==> src/rtl/dbchecker_pkg.sv <==
// Shared definitions for the DMA bounds checker DBTE fetch path.
package dbchecker_pkg;

  localparam logic [1:0] BURST_INCR = 2'b01;
  localparam logic [1:0] RESP_OKAY  = 2'b00;

  localparam int unsigned DBTE_ENTRY_BYTES = 16;
  localparam int unsigned ENTRY_SHIFT      = $clog2(DBTE_ENTRY_BYTES);
  localparam int unsigned DBTE_DATA_W      = DBTE_ENTRY_BYTES * 8;

  typedef logic [DBTE_DATA_W-1:0] dbte_entry_t;

  typedef enum logic [1:0] {
    StIdle,
    StAddr,
    StData,
    StResp
  } fetch_state_e;

endpackage

==> src/rtl/rr_arbiter2.sv <==
// Two-way round-robin grant; the priority pointer moves past the owner when its transaction is done.
module rr_arbiter2 (
  input  logic       clk_i,
  input  logic       rst_ni,
  input  logic       en_i,
  input  logic [1:0] req_i,
  input  logic       done_i,
  input  logic       done_owner_i,
  output logic [1:0] gnt_o
);

  logic prio_q;

  always_ff @(posedge clk_i) begin
    if (!rst_ni) begin
      prio_q <= 1'b0;
    end else if (done_i) begin
      prio_q <= ~done_owner_i;
    end
  end

  // prio only breaks ties; a lone requester always wins.
  always_comb begin
    gnt_o    = 2'b00;
    gnt_o[0] = en_i & req_i[0] & (~req_i[1] | ~prio_q);
    gnt_o[1] = en_i & req_i[1] & (~req_i[0] | prio_q);
  end

endmodule

==> src/rtl/dbte_fetch_arbiter.sv <==
// Shares the DBTE lookup read master between the AR and AW permission checkers,
// one single-beat entry fetch in flight at a time.
module dbte_fetch_arbiter #(
  parameter int unsigned ADDR_W      = 48,
  parameter int unsigned DATA_W      = 128,
  parameter int unsigned IDX_W       = 16,
  parameter int unsigned ENTRY_SHIFT = 4
) (
  input  logic              clock,
  input  logic              reset,
  input  logic [ADDR_W-1:0] dbte_base,
  input  logic              req0_valid,
  output logic              req0_ready,
  input  logic [IDX_W-1:0]  req0_idx,
  input  logic              req1_valid,
  output logic              req1_ready,
  input  logic [IDX_W-1:0]  req1_idx,
  output logic              rsp0_valid,
  input  logic              rsp0_ready,
  output logic              rsp1_valid,
  input  logic              rsp1_ready,
  output logic [DATA_W-1:0] rsp_data,
  output logic              rsp_err,
  output logic [ADDR_W-1:0] m_axi_dbte_araddr,
  output logic [7:0]        m_axi_dbte_arlen,
  output logic [2:0]        m_axi_dbte_arsize,
  output logic [1:0]        m_axi_dbte_arburst,
  output logic              m_axi_dbte_arvalid,
  input  logic              m_axi_dbte_arready,
  input  logic [DATA_W-1:0] m_axi_dbte_rdata,
  input  logic [1:0]        m_axi_dbte_rresp,
  input  logic              m_axi_dbte_rlast,
  input  logic              m_axi_dbte_rvalid,
  output logic              m_axi_dbte_rready,
  output logic              busy
);

  import dbchecker_pkg::*;

  fetch_state_e      state_q;
  logic              owner_q;
  logic [ADDR_W-1:0] araddr_q;
  logic [DATA_W-1:0] rsp_data_q;
  logic              rsp_err_q;

  logic [1:0]        gnt;
  logic              arb_en;
  logic              accept;
  logic              rsp_ready_sel;
  logic              done;
  logic [IDX_W-1:0]  sel_idx;
  logic [ADDR_W-1:0] entry_addr;

  // Acceptance is suppressed while reset is asserted so a held request is not lost.
  assign arb_en        = (state_q == StIdle) & reset;
  assign accept        = |gnt;
  assign rsp_ready_sel = owner_q ? rsp1_ready : rsp0_ready;
  assign done          = (state_q == StResp) & rsp_ready_sel;
  assign sel_idx       = gnt[1] ? req1_idx : req0_idx;
  // Index zero-extended; the sum wraps modulo 2^ADDR_W.
  assign entry_addr    = dbte_base + (ADDR_W'(sel_idx) << ENTRY_SHIFT);

  rr_arbiter2 u_rr_arbiter2 (
    .clk_i        (clock),
    .rst_ni       (reset),
    .en_i         (arb_en),
    .req_i        ({req1_valid, req0_valid}),
    .done_i       (done),
    .done_owner_i (owner_q),
    .gnt_o        (gnt)
  );

  always_ff @(posedge clock) begin
    if (!reset) begin
      state_q    <= StIdle;
      owner_q    <= 1'b0;
      araddr_q   <= '0;
      rsp_data_q <= '0;
      rsp_err_q  <= 1'b0;
    end else begin
      unique case (state_q)
        StIdle: begin
          if (accept) begin
            owner_q  <= gnt[1];
            araddr_q <= entry_addr;
            state_q  <= StAddr;
          end
        end
        StAddr: begin
          if (m_axi_dbte_arready) begin
            state_q <= StData;
          end
        end
        StData: begin
          if (m_axi_dbte_rvalid) begin
            rsp_data_q <= m_axi_dbte_rdata;
            rsp_err_q  <= (m_axi_dbte_rresp != RESP_OKAY) | ~m_axi_dbte_rlast;
            state_q    <= StResp;
          end
        end
        StResp: begin
          if (rsp_ready_sel) begin
            state_q <= StIdle;
          end
        end
        default: state_q <= StIdle;
      endcase
    end
  end

  assign req0_ready         = gnt[0];
  assign req1_ready         = gnt[1];
  assign rsp0_valid         = (state_q == StResp) & ~owner_q;
  assign rsp1_valid         = (state_q == StResp) & owner_q;
  assign rsp_data           = rsp_data_q;
  assign rsp_err            = rsp_err_q;
  assign m_axi_dbte_araddr  = araddr_q;
  assign m_axi_dbte_arlen   = 8'd0;
  assign m_axi_dbte_arsize  = 3'(ENTRY_SHIFT);
  assign m_axi_dbte_arburst = BURST_INCR;
  assign m_axi_dbte_arvalid = (state_q == StAddr);
  assign m_axi_dbte_rready  = (state_q == StData);
  assign busy               = (state_q != StIdle);

endmodule

==> config.mk <==
export PLATFORM = sky130hd
export DESIGN_NAME = dbte_fetch_arbiter
export DESIGN_NICKNAME = d
export VERILOG_FILES = /design/src/rtl/dbchecker_pkg.sv /design/src/rtl/rr_arbiter2.sv /design/src/rtl/dbte_fetch_arbiter.sv
export SDC_FILE = /design/constraint.sdc
export NUM_CORES = 1
export LEC_CHECK = 0
export ABC_AREA = 1
export BUFFER_PORTS_ARGS = -buffer_cell sky130_fd_sc_hd__buf_2
export CORE_ASPECT_RATIO = 0.75
export CORE_MARGIN = 3
export CORE_UTILIZATION = 25
export CTS_CLUSTER_SIZE = 8
export DETAILED_ROUTE_END_ITERATION = 10
export PLACE_DENSITY = 0.55
export SLEW_MARGIN = 5
export SYNTH_ARGS = -nofsm -noshare
export SYNTH_HDL_FRONTEND = slang
export SYNTH_SLANG_ARGS = --single-unit
==> constraint.sdc <==
create_clock -name clock -period 3.54 [get_ports clock]
set_input_delay 0.177 -clock clock [delete_from_list [all_inputs] [get_ports clock]]
set_output_delay 0.177 -clock clock [all_outputs]
set_load 0.02 [all_outputs]
## After elaboration in Yosys (flattened, before gate mapping)

Index checks and enable logic that the tools add are counted.

- Register bits after elaboration: 181
- Latch bits: 0
- Bits in writable memories: 0
- Bits in read-only memories: 0
- Input bits: 219
- Output and inout port bits: 197
- Word-level logic and storage cells: 44
- Memories: 0

- Add/subtract/negate cells: 1
- Multiply operators: 0
- Div/mod/pow operators: 0
- Magnitude comparators: 0
- Equality and inequality tests: 7
- Shift-type cells: 0
- Multiplexer cells: 7
- Bitwise gates (word level): 16
- Reduce and logical (&&, ||, !) cells: 7

Operators by type and width:

| kind | count |
|---|---|
| adder 48 x 20 -> 48 bit | 1 |
| two-way mux 16 bit | 1 |
| bitwise AND 1 bit | 8 |
| two-way mux 2 bit | 4 |
| one-hot mux 2 bit (4 select lines) | 1 |
| != test 2 bit (second input constant) | 3 |
| NOT 1 bit | 5 |
| == test 2 bit (second input constant) | 2 |
| AND reduction 2 bit | 2 |
| AND reduction 4 bit | 1 |
| nonzero test 2 bit | 2 |
| OR 1 bit | 3 |
| == test 2 x 1 -> 1 bit (second input constant) | 1 |
| logical NOT 2 bit | 1 |
| != test 2 x 1 -> 1 bit (second input constant) | 1 |
| OR reduction 2 bit | 1 |
| two-way mux 1 bit | 1 |

## Depth between registers and ports, before layout

Gate-level depths: netlist of run 1.

- Depth in word-level cells: 7
- Depth in mapped cells: 22
- Depth with buffers taken out: 21

## Cells and area by module

Synthesis of run 1 repeated with hierarchy kept, for this count alone.

- Cells, all modules: 1445
- Area total of the unflattened synthesis: 9168.8 um^2

Modules (own cells, without submodules):

| module | instances | cells each | area each (um^2) | sequential area each (um^2) |
|---|---|---|---|---|
| dbte_fetch_arbiter | 1 | 1435 | 9112.5 | 3603.5 |
| rr_arbiter2 | 1 | 10 | 56.3 | 20.0 |

## Worst setup path before layout of run 1

OpenSTA, ideal clock, no wires.

- Path type: register -> register
- Start: register state_q[0]
- End: register araddr_q[20] (netlist: m_axi_dbte_araddr[20])
- Setup time: 0.109 ns
- Arrival time: 2.879 ns
- Required time: 3.431 ns
- Path slack: 0.552 ns
- Cell stages (with the launch flop): 21
- Path buffers: 1
- Clock period less this slack: 2.988 ns
- Path through: dfxtp_1 inv_1 ha_1 nand3_1 a21oi_2 inv_1 clkbuf_1 nand2_1 nand2_1 ha_1 fa_1 nand3_1 nand3_1 nand2_1 nand3_1 nand2_1 nand2_1 xnor2_1 nand2_1 nand2_1 inv_1

- Longest elaborated chain between the ends: 6

RTL lines:

| item | RTL line | source |
|---|---|---|
| start: declaration | dbte_fetch_arbiter.sv:40 | `fetch_state_e state_q;` |
| start signal: assignment | dbte_fetch_arbiter.sv:75 | `state_q <= StIdle;` |
| start signal: assignment | dbte_fetch_arbiter.sv:86 | `state_q <= StAddr;` |
| start signal: assignment | dbte_fetch_arbiter.sv:91 | `state_q <= StData;` |
| logical NOT 2 bit * | dbte_fetch_arbiter.sv:55, dbte_fetch_arbiter.sv:81 |  |
| bitwise AND 1 bit | dbte_fetch_arbiter.sv:55 | `assign arb_en = (state_q == StIdle) & reset;` |
| bitwise AND 1 bit (on tied branches) (2 in series) | rr_arbiter2.sv:26, rr_arbiter2.sv:25 |  |
| two-way mux 16 bit / OR reduction 2 bit (equally long branches) | dbte_fetch_arbiter.sv:59, dbte_fetch_arbiter.sv:56 |  |
| adder 48 x 20 -> 48 bit / AND reduction 2 bit (equally long branches) | - |  |
| end signal: assignment | dbte_fetch_arbiter.sv:85 | `araddr_q <= entry_addr;` |
| end: declaration | dbte_fetch_arbiter.sv:42 | `logic [ADDR_W-1:0] araddr_q;` |

Every way passes the cells marked *; elsewhere a longest branch is shown, timed or not.
A chain may end at the register's enable or synchronous reset.

## Final worst setup path of run 1

- Start: register state_q[0]
- End: register araddr_q[33] (netlist: m_axi_dbte_araddr[33])

The elaborated chain is that of the path after synthesis.

==> results of run 1 <==
-- timing repair --
item | in CTS | in global routing
hold endpoints to repair | 111 | 0
endpoints found under the setup margin | 0 | 4
hold buffers | 112 | 0
buffers inserted | 0 | 2
resized for setup | 0 | 4
-- cell families (layout without fill, tap and decap cells) --
logic type / count (synthesis) / in the layout
buffers and inverters: 233 / 719
other: 2 / 14
flip-flops: 181 / 181
AND/OR/NAND/NOR: 730 / 730
adder cells (fa/ha/maj): 22 / 22
AO/OA/AOI/OAI: 218 / 218
XOR/XNOR: 14 / 14
-- report_power, final --
group,total [mW],internal [mW],switching (mW)
clock network,1.93,0.948,0.984
registers,2.70,2.47,0.225
logic,3.16,1.06,2.10
total,7.79,4.48,3.31
-- metal layers --
| layer | wire [um] | track usage (%) |
|---|---|---|
| met1 | 17100 | 25.6 |
| met2 | 16000 | 27.6 |
| met3 | 3030 | 5.41 |
| met4 | 1020 | 6.28 |
| met5 | 0 | 0 |
-- state kept, by name (all words and copies together) (netlist names) --
name	cells
rsp_data	128
owner_q	1
m_axi_dbte_araddr	48
state_q	2
rsp_err	1
u_rr_arbiter2.prio_q	1
-- stage by stage --
stage / std cells / hold WS [ns] / setup WS [ns] / cell area, um^2 / power [mW]
2_1_floorplan: 1411 / 0.278 / 0.552 / 9140 / 4.69
3_3_place_gp: 2208 / 0.366 / 0.335 / 11500 / 5.76
3_5_place_dp: 2208 / 0.381 / 0.255 / 11500 / 5.79
4_1_cts: 2352 / 0.00201 / 0.236 / 13200 / 7.87
5_1_grt: 2354 / 0.0187 / 0.0117 / 13200 / 8.37
6_report: 2355 / 0.0369 / 0.379 / 13200 / 7.79
-- worst max-delay path, cell delays in order, from the launching register on --
cell and delay, ns:
dfxtp_1 0.34, inv_1 0.11, ha_1 0.20, nand3_1 0.14
a21oi_2 0.22, clkinvlp_4 0.17, buf_12 0.16, nand2_1 0.05
nand2_1 0.05, ha_1 0.38, nand2_1 0.12, nor2_1 0.26
nand2_1 0.12, inv_1 0.07, nand2_1 0.05, nand2_1 0.19
nand2_1 0.08, nand3_1 0.07, nand3_1 0.13, nand2_1 0.11
inv_1 0.04
-- final cells by class --
type                       instances  area [um^2]  share of cell area [%]
multi-input combinational        997         4600                    34.8
clock buffer                      17          425                    3.22
inverter                         161          611                    4.62
tap                              457          572                    4.32
timing repair buffer             526         3240                    24.5
antenna                            1         2.50                  0.0189
sequential                       181         3620                    27.4
clock inverter                    15          155                    1.17
-- cells in the mapped netlist --
master,n
o211ai_1,2
inv_2,1
nor3_1,6
buf_2,7
a211oi_1,2
nor2_4,1
xnor2_1,4
nor2_2,8
o22ai_1,1
nor4_1,1
a21oi_1,25
xor2_1,10
fa_1,1
nand3_1,75
ha_1,21
buf_4,13
or2_2,6
inv_1,160
o21ai_1,4
a31oi_1,1
o21bai_1,15
nand2_1,285
dfxtp_1,181
nor3_2,1
nand3b_1,1
nand2_2,4
a21oi_2,1
nor2_1,324
conb_1,2
and2_1,1
or2_1,1
buf_1,4
nand3_2,6
clkbuf_1,47
buf_6,1
o21ai_0,166
nand4_1,10
a21boi_0,1
-- final timing paths --
check,slack (ns),to,start,depth (start not counted)
setup / recovery,0.38,m_axi_dbte_araddr[33]$_SDFFE_PN0P_,state_q[0]$_SDFFE_PN0P_,20
hold / removal,0.04,rsp_data[88]$_SDFFE_PN0P_,m_axi_dbte_rdata[88],3
setup reg to reg,0.38,m_axi_dbte_araddr[33]$_SDFFE_PN0P_,state_q[0]$_SDFFE_PN0P_,20
hold reg to reg,0.46,m_axi_dbte_araddr[1]$_SDFFE_PN0P_,m_axi_dbte_araddr[1]$_SDFFE_PN0P_,2
==> results by group, run 1 <==
Run status
  • Outcome: finished clean

Synthesis
  • Sequential share of the synthesized area: between 30% and 40%
  • Post-Synth Simple-Gate Area: 32.7%
  • Compound-Gate Fraction of Synth Area: approximately an eighth
  • Post-synth top area cell: dfxtp_1
  • Post-synthesis adder-cell area fraction: between 3 and 4%
  • #FFs+latches synth: between 150 and 200
  • YS warnings: 0
  • Netlist cell types: 38
  • Largest family of logic cells by synthesized area: simple AND/OR/NAND/NOR gates
  • Cells after Synth: 1400
  • Synth Cell Area: about 9100 um^2
  • Mux cell area share after synthesis: 0%
  • Post-synth top area share: 39.8%
  • Syn Area/Cell: roughly 6.5 um^2
  • Synth area leaders: dfxtp_1, nor2_1, nand2_1
  • Post-Synth XOR/XNOR Area: approximately 1.3%

Timing
  • Fmax: ~320 MHz
  • RSZ-0062 raised after global routing: false
  • Clk_skew: between 0.015 and 0.02 ns
  • Setup Viol. Count Final: 0
  • Minimum clock period: between 3 and 4 ns
  • Final hold viol count: 0
  • Sum Neg Setup Slack: 0 ns
  • Max_slew headroom: 36.9%
  • Worst slew pin tran: 0.947 ns
  • Pins over their slew limit: 0
  • Final period util: approximately 90%

Die
  • Die height: around 170 um
  • Ports: 416
  • Die area: roughly 39000 um^2
  • Core footprint: 35300 um^2
  • DIE WIDTH: between 200 and 250 um
  • Initial Util: 25.8%
  • Placement row count: 59

Detailed routing
  • Via-per-instance ratio: about 4.5
  • Final ANT Viol Nets: 0
  • Vias: around 11000
  • First-pass DRT Iterations: 5
  • Drt total wl: around 37000 um
  • Drt initial violations: 653
  • WL per Instance: approximately 16 um
  • Post-route DRC: 0

Clock tree
  • Worst-Skew Late Latency: 0.45 ns
  • CTS tree: done
  • TritonCTS Sinks: 181
  • CTS HTree Levels: 4
  • Clk buf depth: 2
  • Clock transition at the registers of the reported paths: around 0.080 ns
  • CTS root buf: clkbuf_16
  • CTS buffer count: 17

Job
  • Max capacitance violation total: 0

Global routing
  • Largest net degree at the start of global routing: between 100 and 150
  • Total congestion overflow: 0
  • Vias in the first global route: 9858
  • All-Layer GR Usage: a little under a fifth
  • Antenna violations before repair: 0
  • First-pass GRT wire length: 55500 um

Layout
  • Share of layout cells above drive strength 1: between 20 and 30%
  • Synthesis-to-finish area growth: 45.3%
  • Fill count: 3860
  • Nets@finish: 2125
  • Commonest non-fill, non-tap cell in the layout: buf_2
  • Commonest cells after routing, fill and taps aside: buf_2, nor2_1, nand2_1
  • Fin util: a little under two fifths

Power and ir drop
  • Max VDD drop: 267 uV
  • Pwr Density: about 590 nW/um^2
  • LEAKAGE: around 7 nW

Setup path
  • Setup CP Type: flip-flop to flip-flop
  • CP Max Fanout: 13
  • Worst EP required: between 3 and 4 ns
  • Kind of start point of the critical path: flip-flop
  • Endpoint class of the critical path: flip-flop
  • WP data arrival: 3.51 ns

Placement
  • I/O Buffers: 402
  • DP HPWL: between 20000 and 30000 um
  • Final Wtd Congestion: roughly 0.94

Hold path
  • Worst hold path class: primary input to flip-flop
Power figures use the tool's default switching activity.
==> run 2: changes to the inputs <==
- SLEW_MARGIN: 5 -> 10
- clock period: 3.54 -> 3.7 ns (I/O delays scaled with it)
==> results by group, run 2 (synthesized netlist as in run 1, its figures left out) <==
Layout
  • FF+latch area: 3620 um^2 (unchanged)
  • Number of flip-flops in the largest register: 128 (unchanged)
  • Nets@finish: 2126 (+0.047%)
  • Commonest non-fill, non-tap cell in the layout: buf_2
  • Area of the multi-input gates: 4590 um^2 (-0.22%)
  • Commonest cells after routing, fill and taps aside: buf_2, nor2_1, nand2_1
  • Fill count: 3777 (-2.2%)
  • Synthesis-to-finish area growth: 45.6%
  • Share of layout cells above drive strength 1: 25.1% (-0.22 points)

Timing
  • Worst slew pin tran: 1.04 ns (+0.0954 ns)
  • RSZ-0062 raised after global routing: false
  • Setup Viol. Count Final: 0 (unchanged)
  • Fin worst setup slack: 0.396 ns (+0.0172 ns)
  • Final hold viol count: 0 (unchanged)
  • Max_slew headroom: 30.5% (-6.4 points)
  • Hold WS: 0.0208 ns (-0.0161 ns)
  • Pins over their slew limit: 0 (unchanged)
  • Fmax: 303 MHz (-4.3%)
  • Sum Neg Setup Slack: 0 ns (unchanged)
  • Clk_skew: 0.0191 ns (+0.000155 ns)
  • Minimum clock period: 3.30 ns (+0.143 ns)
  • Final period util: 89.3% (about the same)

Hold path
  • Hold-critical path depth: 3 (unchanged)
  • Hold Path End: rsp_data[16]$_SDFFE_PN0P_
  • Worst hold path class: primary input to flip-flop
  • HP Start: m_axi_dbte_rdata[16]

Setup path
  • R2r worst-path depth: 19 (-5.0%)
  • Critical Path Max Stage Delay: 0.38 ns (about the same)
  • WP data arrival: 3.70 ns (+0.19 ns)
  • Delay-heaviest family, CP: simple AND/OR/NAND/NOR gates
  • FF-to-FF Start: state_q[1]$_SDFFE_PN0P_
  • Critical path buffer and inverter count: 4 (-1)
  • Worst EP required: 4.09 ns (+0.20 ns)
  • Setup CP Type: flip-flop to flip-flop
  • CP Cell Sequence: inv_1, ha_1, nand3_1, a21oi_2, clkinvlp_4, buf_4, nand2_1, nand2_1, ha_1, nand2_1, nor2_1, nand3_1, nand3_2, nand2_1, nand2_1, nand2_1, nand3_1, nand3_1, inv_1
  • Endpoint class of the critical path: flip-flop
  • Top cell by count, worst path: nand2_1
  • CP Max Fanout: 12 (-1)
  • Crit path max-delay cell type: ha_1
  • Kind of start point of the critical path: flip-flop
  • Worst reg2reg endpoint: m_axi_dbte_araddr[21]$_SDFFE_PN0P_
  • Reg2reg setup slack: 0.40 ns (+0.02 ns)

Placement
  • I/O Buffers: 402 (unchanged)
  • Final Wtd Congestion: 0.888 (-5.4%)
  • Worst slack at placement: 0.419 ns (+0.164 ns)
  • DP HPWL: 28000 um (-0.73%)

Detailed routing
  • Drt initial violations: 756 (+16%)
  • First-pass DRT Iterations: 5 (unchanged)
  • WL per Instance: 15.6 um (-1.3%)
  • Via-per-instance ratio: 4.44 (-0.47%)
  • Final ANT Viol Nets: 0 (unchanged)
  • Drt total wl: 36700 um (-1.2%)
  • Vias: 10500 (-0.38%)
  • Post-route DRC: 0 (unchanged)

Power and ir drop
  • Max VDD drop: 251 uV (-5.9%)
  • Combinational share of power: 40.2% (-0.4 points)
  • Pwr Density: 568 nW/um^2 (-3.6%)
  • LEAKAGE: 6.99 nW (about the same)
  • Net Sw Power: 3.16 mW (-4.4%)
  • Sw frac: 42.1% (-0.41 points)
  • Seq pwr share: 34.3% (-0.3 points)
  • Internal: 4.35 mW (-2.8%)
  • Clock share of power: 25.5% (+0.7 points)

Global routing
  • GR Util met2: 27.6% (about the same)
  • Vias in the first global route: 9737 (-1.2%)
  • GR Util met3: 4.61% (-0.80 points)
  • GRT met1 Usage: 25.4% (-0.18 points)
  • All-Layer GR Usage: 18.1% (-0.35 points)
  • GRT busiest layer: met2
  • Total congestion overflow: 0 (unchanged)
  • First-pass GRT wire length: 54600 um (-1.6%)
  • Largest net degree at the start of global routing: 111 (unchanged)
  • Antenna violations before repair: 1 (+1)

Clock tree
  • Clock transition at the registers of the reported paths: 0.08 ns (about the same)
  • Worst-Skew Late Latency: 0.45 ns (about the same)
  • Clk buf depth: 2 (unchanged)
  • CTS root buf: clkbuf_16
  • CTS HTree Levels: 4 (unchanged)
  • TritonCTS Sinks: 181 (unchanged)
  • CTS tree: done
  • CTS buffer count: 17 (unchanged)

Die
  • Initial Util: 25.8% (unchanged)
  • Placement row count: 59 (unchanged)
  • Ports: 416 (unchanged)
  • Die area: 38700 um^2 (unchanged)
  • Die height: 171 um (unchanged)
  • DIE WIDTH: 226 um (unchanged)
  • Core footprint: 35300 um^2 (unchanged)

Job
  • Max capacitance violation total: 0 (unchanged)

Run status
  • Outcome: finished clean
[run 2: cell types whose count changed in the layout (fill, tap and decap cells not counted), sizes merged]
| cell | change |
|---|---|
| buf | -1 |
| clkinv | -1 |
| clkinvlp | +1 |
| bufinv | +1 |
| dlygate4sd3 | +2 |
| diode | +1 |
| inv | -1 |
[run 2: worst max-delay path by stage]
| stage | startpoint | to | slack [ns] | cells after the start |
|---|---|---|---|---|
| finish | state_q[1]$_SDFFE_PN0P_ | m_axi_dbte_araddr[21]$_SDFFE_PN0P_ | 0.40 | 19 |
| global route | state_q[1]$_SDFFE_PN0P_ | m_axi_dbte_araddr[20]$_SDFFE_PN0P_ | 0.08 | 19 |
| CTS | state_q[0]$_SDFFE_PN0P_ | m_axi_dbte_araddr[20]$_SDFFE_PN0P_ | 0.40 | 19 |
| detailed placement | state_q[0]$_SDFFE_PN0P_ | m_axi_dbte_araddr[20]$_SDFFE_PN0P_ | 0.42 | 19 |
| global placement | state_q[0]$_SDFFE_PN0P_ | m_axi_dbte_araddr[20]$_SDFFE_PN0P_ | 0.50 | 19 |
| floorplan | state_q[0]$_SDFFE_PN0P_ | m_axi_dbte_araddr[20]$_SDFFE_PN0P_ | 0.71 | 20 |
[run 2: power by group through the flow]
stage | combinational [mW] | clock, mW | sequential, mW
final | 3.02 | 1.92 | 2.58
after global routing | 3.35 | 2.07 | 2.63
after CTS | 3.03 | 1.99 | 2.58
after detailed placement | 2.92 | 0 | 2.62
after global placement | 2.90 | 0 | 2.61
after floorplan | 1.41 | 0 | 3.08
[run 2: metrics by stage]
step	utilization (%)	cell area, um^2	std cells	power [mW]
floorplan	-	9140	1411	4.49
global placement	32.5	11500	2207	5.51
detailed placement	32.5	11500	2207	5.54
CTS	37.5	13200	2353	7.60
global route	37.5	13200	2355	8.05
finish	37.5	13200	2357	7.52
[run 2: worst min-delay path, cell delays in order]
cell and delay [ns]:
buf_2 0.08, o21ai_0 0.07, nor2_1 0.09
[run 2: final cells by class]
type | instances | area share [%]
inverters | 161 | 4.61
flip-flops and latches | 181 | 27.4
clock buffers | 17 | 3.21
clock inverters | 15 | 1.37
repair buffers | 527 | 24.5
diodes | 2 | 0.0378
well taps | 457 | 4.32
multi-input cells | 997 | 34.6
[run 2: timing repair]
action	in CTS	in global routing
hold buffers	114	0
buffers inserted	0	2
gates resized for setup	0	1
endpoints found under the setup margin	0	2
endpoints found under the hold margin	113	0
[run 2: per-layer routing]
layer | part of all wire, % | wire, um
met1 | 47 | 17200
met2 | 44 | 16000
met3 | 7.6 | 2770
met4 | 2.0 | 726
met5 | 0.035 | 13
==> run 3: changes to the inputs <==
- CORE_UTILIZATION: 25 -> 40
- PLACE_DENSITY: 0.55 -> 0.77
- SETUP_SLACK_MARGIN: unset -> 0.05
==> results by group, run 3 (synthesized netlist as in run 1, its figures left out) <==
Setup path
  • Worst reg2reg endpoint: m_axi_dbte_araddr[32]$_SDFFE_PN0P_
  • WP data arrival: 3.58 ns (-0.12 ns)
  • Worst EP required: 4.03 ns (-0.06 ns)
  • Critical Path Max Stage Delay: 0.35 ns (-0.03 ns)
  • R2r worst-path depth: 17 (-2)
  • Setup CP Type: flip-flop to flip-flop
  • Kind of start point of the critical path: flip-flop
  • Crit path to: m_axi_dbte_araddr[32]$_SDFFE_PN0P_
  • Delay-heaviest family, CP: simple AND/OR/NAND/NOR gates
  • CP Max Fanout: 9 (-3)
  • Critical Path Stages: 17 (-2)
  • Reg2reg setup slack: 0.46 ns (+0.06 ns)
  • Crit path launch: state_q[0]$_SDFFE_PN0P_
  • Top cell by count, worst path: nand2_1
  • Endpoint class of the critical path: flip-flop
  • CP Cell Sequence: inv_1, ha_1, nand3_1, a21oi_2, clkinvlp_4, buf_4, nand2_1, nand2_1, ha_1, a21oi_1, o21ai_0, nand2_1, nand3_2, nand3_1, nand3_1, nand2_1, inv_1
  • Crit path max-delay cell type: ha_1
  • Critical path buffer and inverter count: 4 (unchanged)
  • FF-to-FF Start: state_q[0]$_SDFFE_PN0P_

Clock tree
  • CTS tree: done
  • Clk buf depth: 2 (unchanged)
  • Clock transition at the registers of the reported paths: 0.07 ns (about the same)
  • CTS HTree Levels: 4 (unchanged)
  • TritonCTS Sinks: 181 (unchanged)
  • CTS buffer count: 17 (unchanged)
  • CTS root buf: clkbuf_16
  • Worst-Skew Late Latency: 0.43 ns (-0.02 ns)

Detailed routing
  • Drt initial violations: 973 (+29%)
  • Final ANT Viol Nets: 0 (unchanged)
  • Drt total wl: 31900 um (-13%)
  • Vias: 10400 (-1.1%)
  • First-pass DRT Iterations: 6 (+1)
  • Via-per-instance ratio: 4.87 (+9.7%)
  • Post-route DRC: 0 (unchanged)
  • WL per Instance: 15.0 um (-3.7%)

Timing
  • Clk_skew: 0.0130 ns (-0.00609 ns)
  • Minimum clock period: 3.24 ns (-0.0598 ns)
  • Final period util: 87.7% (-1.6 points)
  • Max_slew headroom: 28.0% (-2.6 points)
  • Pins over their slew limit: 0 (unchanged)
  • Worst slew pin tran: 1.08 ns (+0.0383 ns)
  • Setup Viol. Count Final: 0 (unchanged)
  • Fmax: 308 MHz (+1.8%)
  • Hold WS: 0.0138 ns (-0.00695 ns)
  • RSZ-0062 raised after global routing: false
  • Final hold viol count: 0 (unchanged)
  • Sum Neg Setup Slack: 0 ns (unchanged)

Power and ir drop
  • Max VDD drop: 309 uV (+23%)
  • LEAKAGE: 6.70 nW (-4.1%)
  • Pwr Density: 592 nW/um^2 (+4.3%)

Global routing
  • Total congestion overflow: 0 (unchanged)
  • Vias in the first global route: 9217 (-5.3%)
  • Antenna violations before repair: 3 (+2)
  • All-Layer GR Usage: 24.2% (+6.0 points)
  • First-pass GRT wire length: 48000 um (-12%)
  • Largest net degree at the start of global routing: 129 (+16%)

Layout
  • Nets@finish: 2060 (-3.1%)
  • Share of layout cells above drive strength 1: 25.8% (+0.72 points)
  • Commonest non-fill, non-tap cell in the layout: buf_2
  • Number of flip-flops in the largest register: 128 (unchanged)
  • Synthesis-to-finish area growth: 35.8%
  • Commonest cells after routing, fill and taps aside: buf_2, nor2_1, nand2_1

Die
  • Placement row count: 47 (-20%)
  • Core footprint: 22200 um^2 (-37%)
  • Initial Util: 40.9% (+15 points)
  • Ports: 416 (unchanged)
  • Die area: 24600 um^2 (-36%)
  • Die height: 137 um (-20%)
  • DIE WIDTH: 180 um (-20%)

Hold path
  • Worst hold path class: primary input to flip-flop

Placement
  • Final Wtd Congestion: 1.02 (+15%)
  • I/O Buffers: 402 (unchanged)
  • DP HPWL: 24100 um (-14%)

Job
  • Max capacitance violation total: 0 (unchanged)

Run status
  • Outcome: finished clean
-- run 3: power breakdown --
part,internal (mW),switching (mW),leakage (nW)
combinational,0.959,1.92,4.94
clock,1.02,0.822,0.280
sequential,2.37,0.226,1.48
-- run 3: worst min-delay path, delay by kind of cell --
kind	cells	cell delay, ns
simple gates	1	0.09
compound gates	1	0.07
buf+inv	1	0.07
-- run 3: how the worst min path moves through the flow --
stage,from,end,slack (ns),cells past startpoint
floorplan,m_axi_dbte_rlast,rsp_err$_SDFFE_PN0P_,0.29,1
detailed placement,m_axi_dbte_rlast,rsp_err$_SDFFE_PN0P_,0.38,2
global route,m_axi_dbte_rdata[68],rsp_data[68]$_SDFFE_PN0P_,0.007,3
global placement,m_axi_dbte_rlast,rsp_err$_SDFFE_PN0P_,0.37,2
finish,m_axi_dbte_rdata[54],rsp_data[54]$_SDFFE_PN0P_,0.01,3
CTS,m_axi_dbte_rdata[46],rsp_data[46]$_SDFFE_PN0P_,0.0002,3
-- run 3: layout make-up --
| class | count | area (um^2) |
|---|---|---|
| Fill cell | 2118 | 9870 |
| Multi-Input combinational cell | 997 | 4590 |
| Sequential cell | 181 | 3620 |
| Timing Repair Buffer | 461 | 2580 |
| Inverter | 161 | 609 |
| Clock buffer | 18 | 439 |
| Tap cell | 294 | 368 |
| Clock inverter | 12 | 148 |
| Antenna cell | 1 | 2.50 |
-- run 3: metrics by stage --
| stage | util, % | std cells | worst slack (ns) | area [um^2] | power [mW] |
|---|---|---|---|---|---|
| finish | 55.6 | 2125 | 0.456 | 12400 | 7.32 |
| global route | 55.6 | 2125 | 0.0729 | 12400 | 7.77 |
| CTS | 55.5 | 2122 | 0.491 | 12300 | 7.33 |
| detailed placement | 50.6 | 2043 | 0.508 | 11300 | 5.44 |
| global placement | 50.6 | 2043 | 0.610 | 11300 | 5.37 |
| floorplan | - | 1411 | 0.712 | 9140 | 4.49 |
-- run 3: layer usage --
layer | vias to the layer above | wire length, um | share of wire (%) | track usage, %
li1 | 5189 | - | - | -
met1 | 4642 | 13700 | 43 | 32.9
met2 | 460 | 14000 | 44 | 36.3
met3 | 57 | 3550 | 11 | 8.34
met4 | 4 | 673 | 2.1 | 7.50
met5 | - | 27 | 0.085 | 0
-- run 3: what timing repair did --
action,CTS,global route
setup buffers,0,1
hold buffers,49,1
setup endpoints to repair,0,1
resized for setup,0,1
endpoints found under the hold margin,49,1
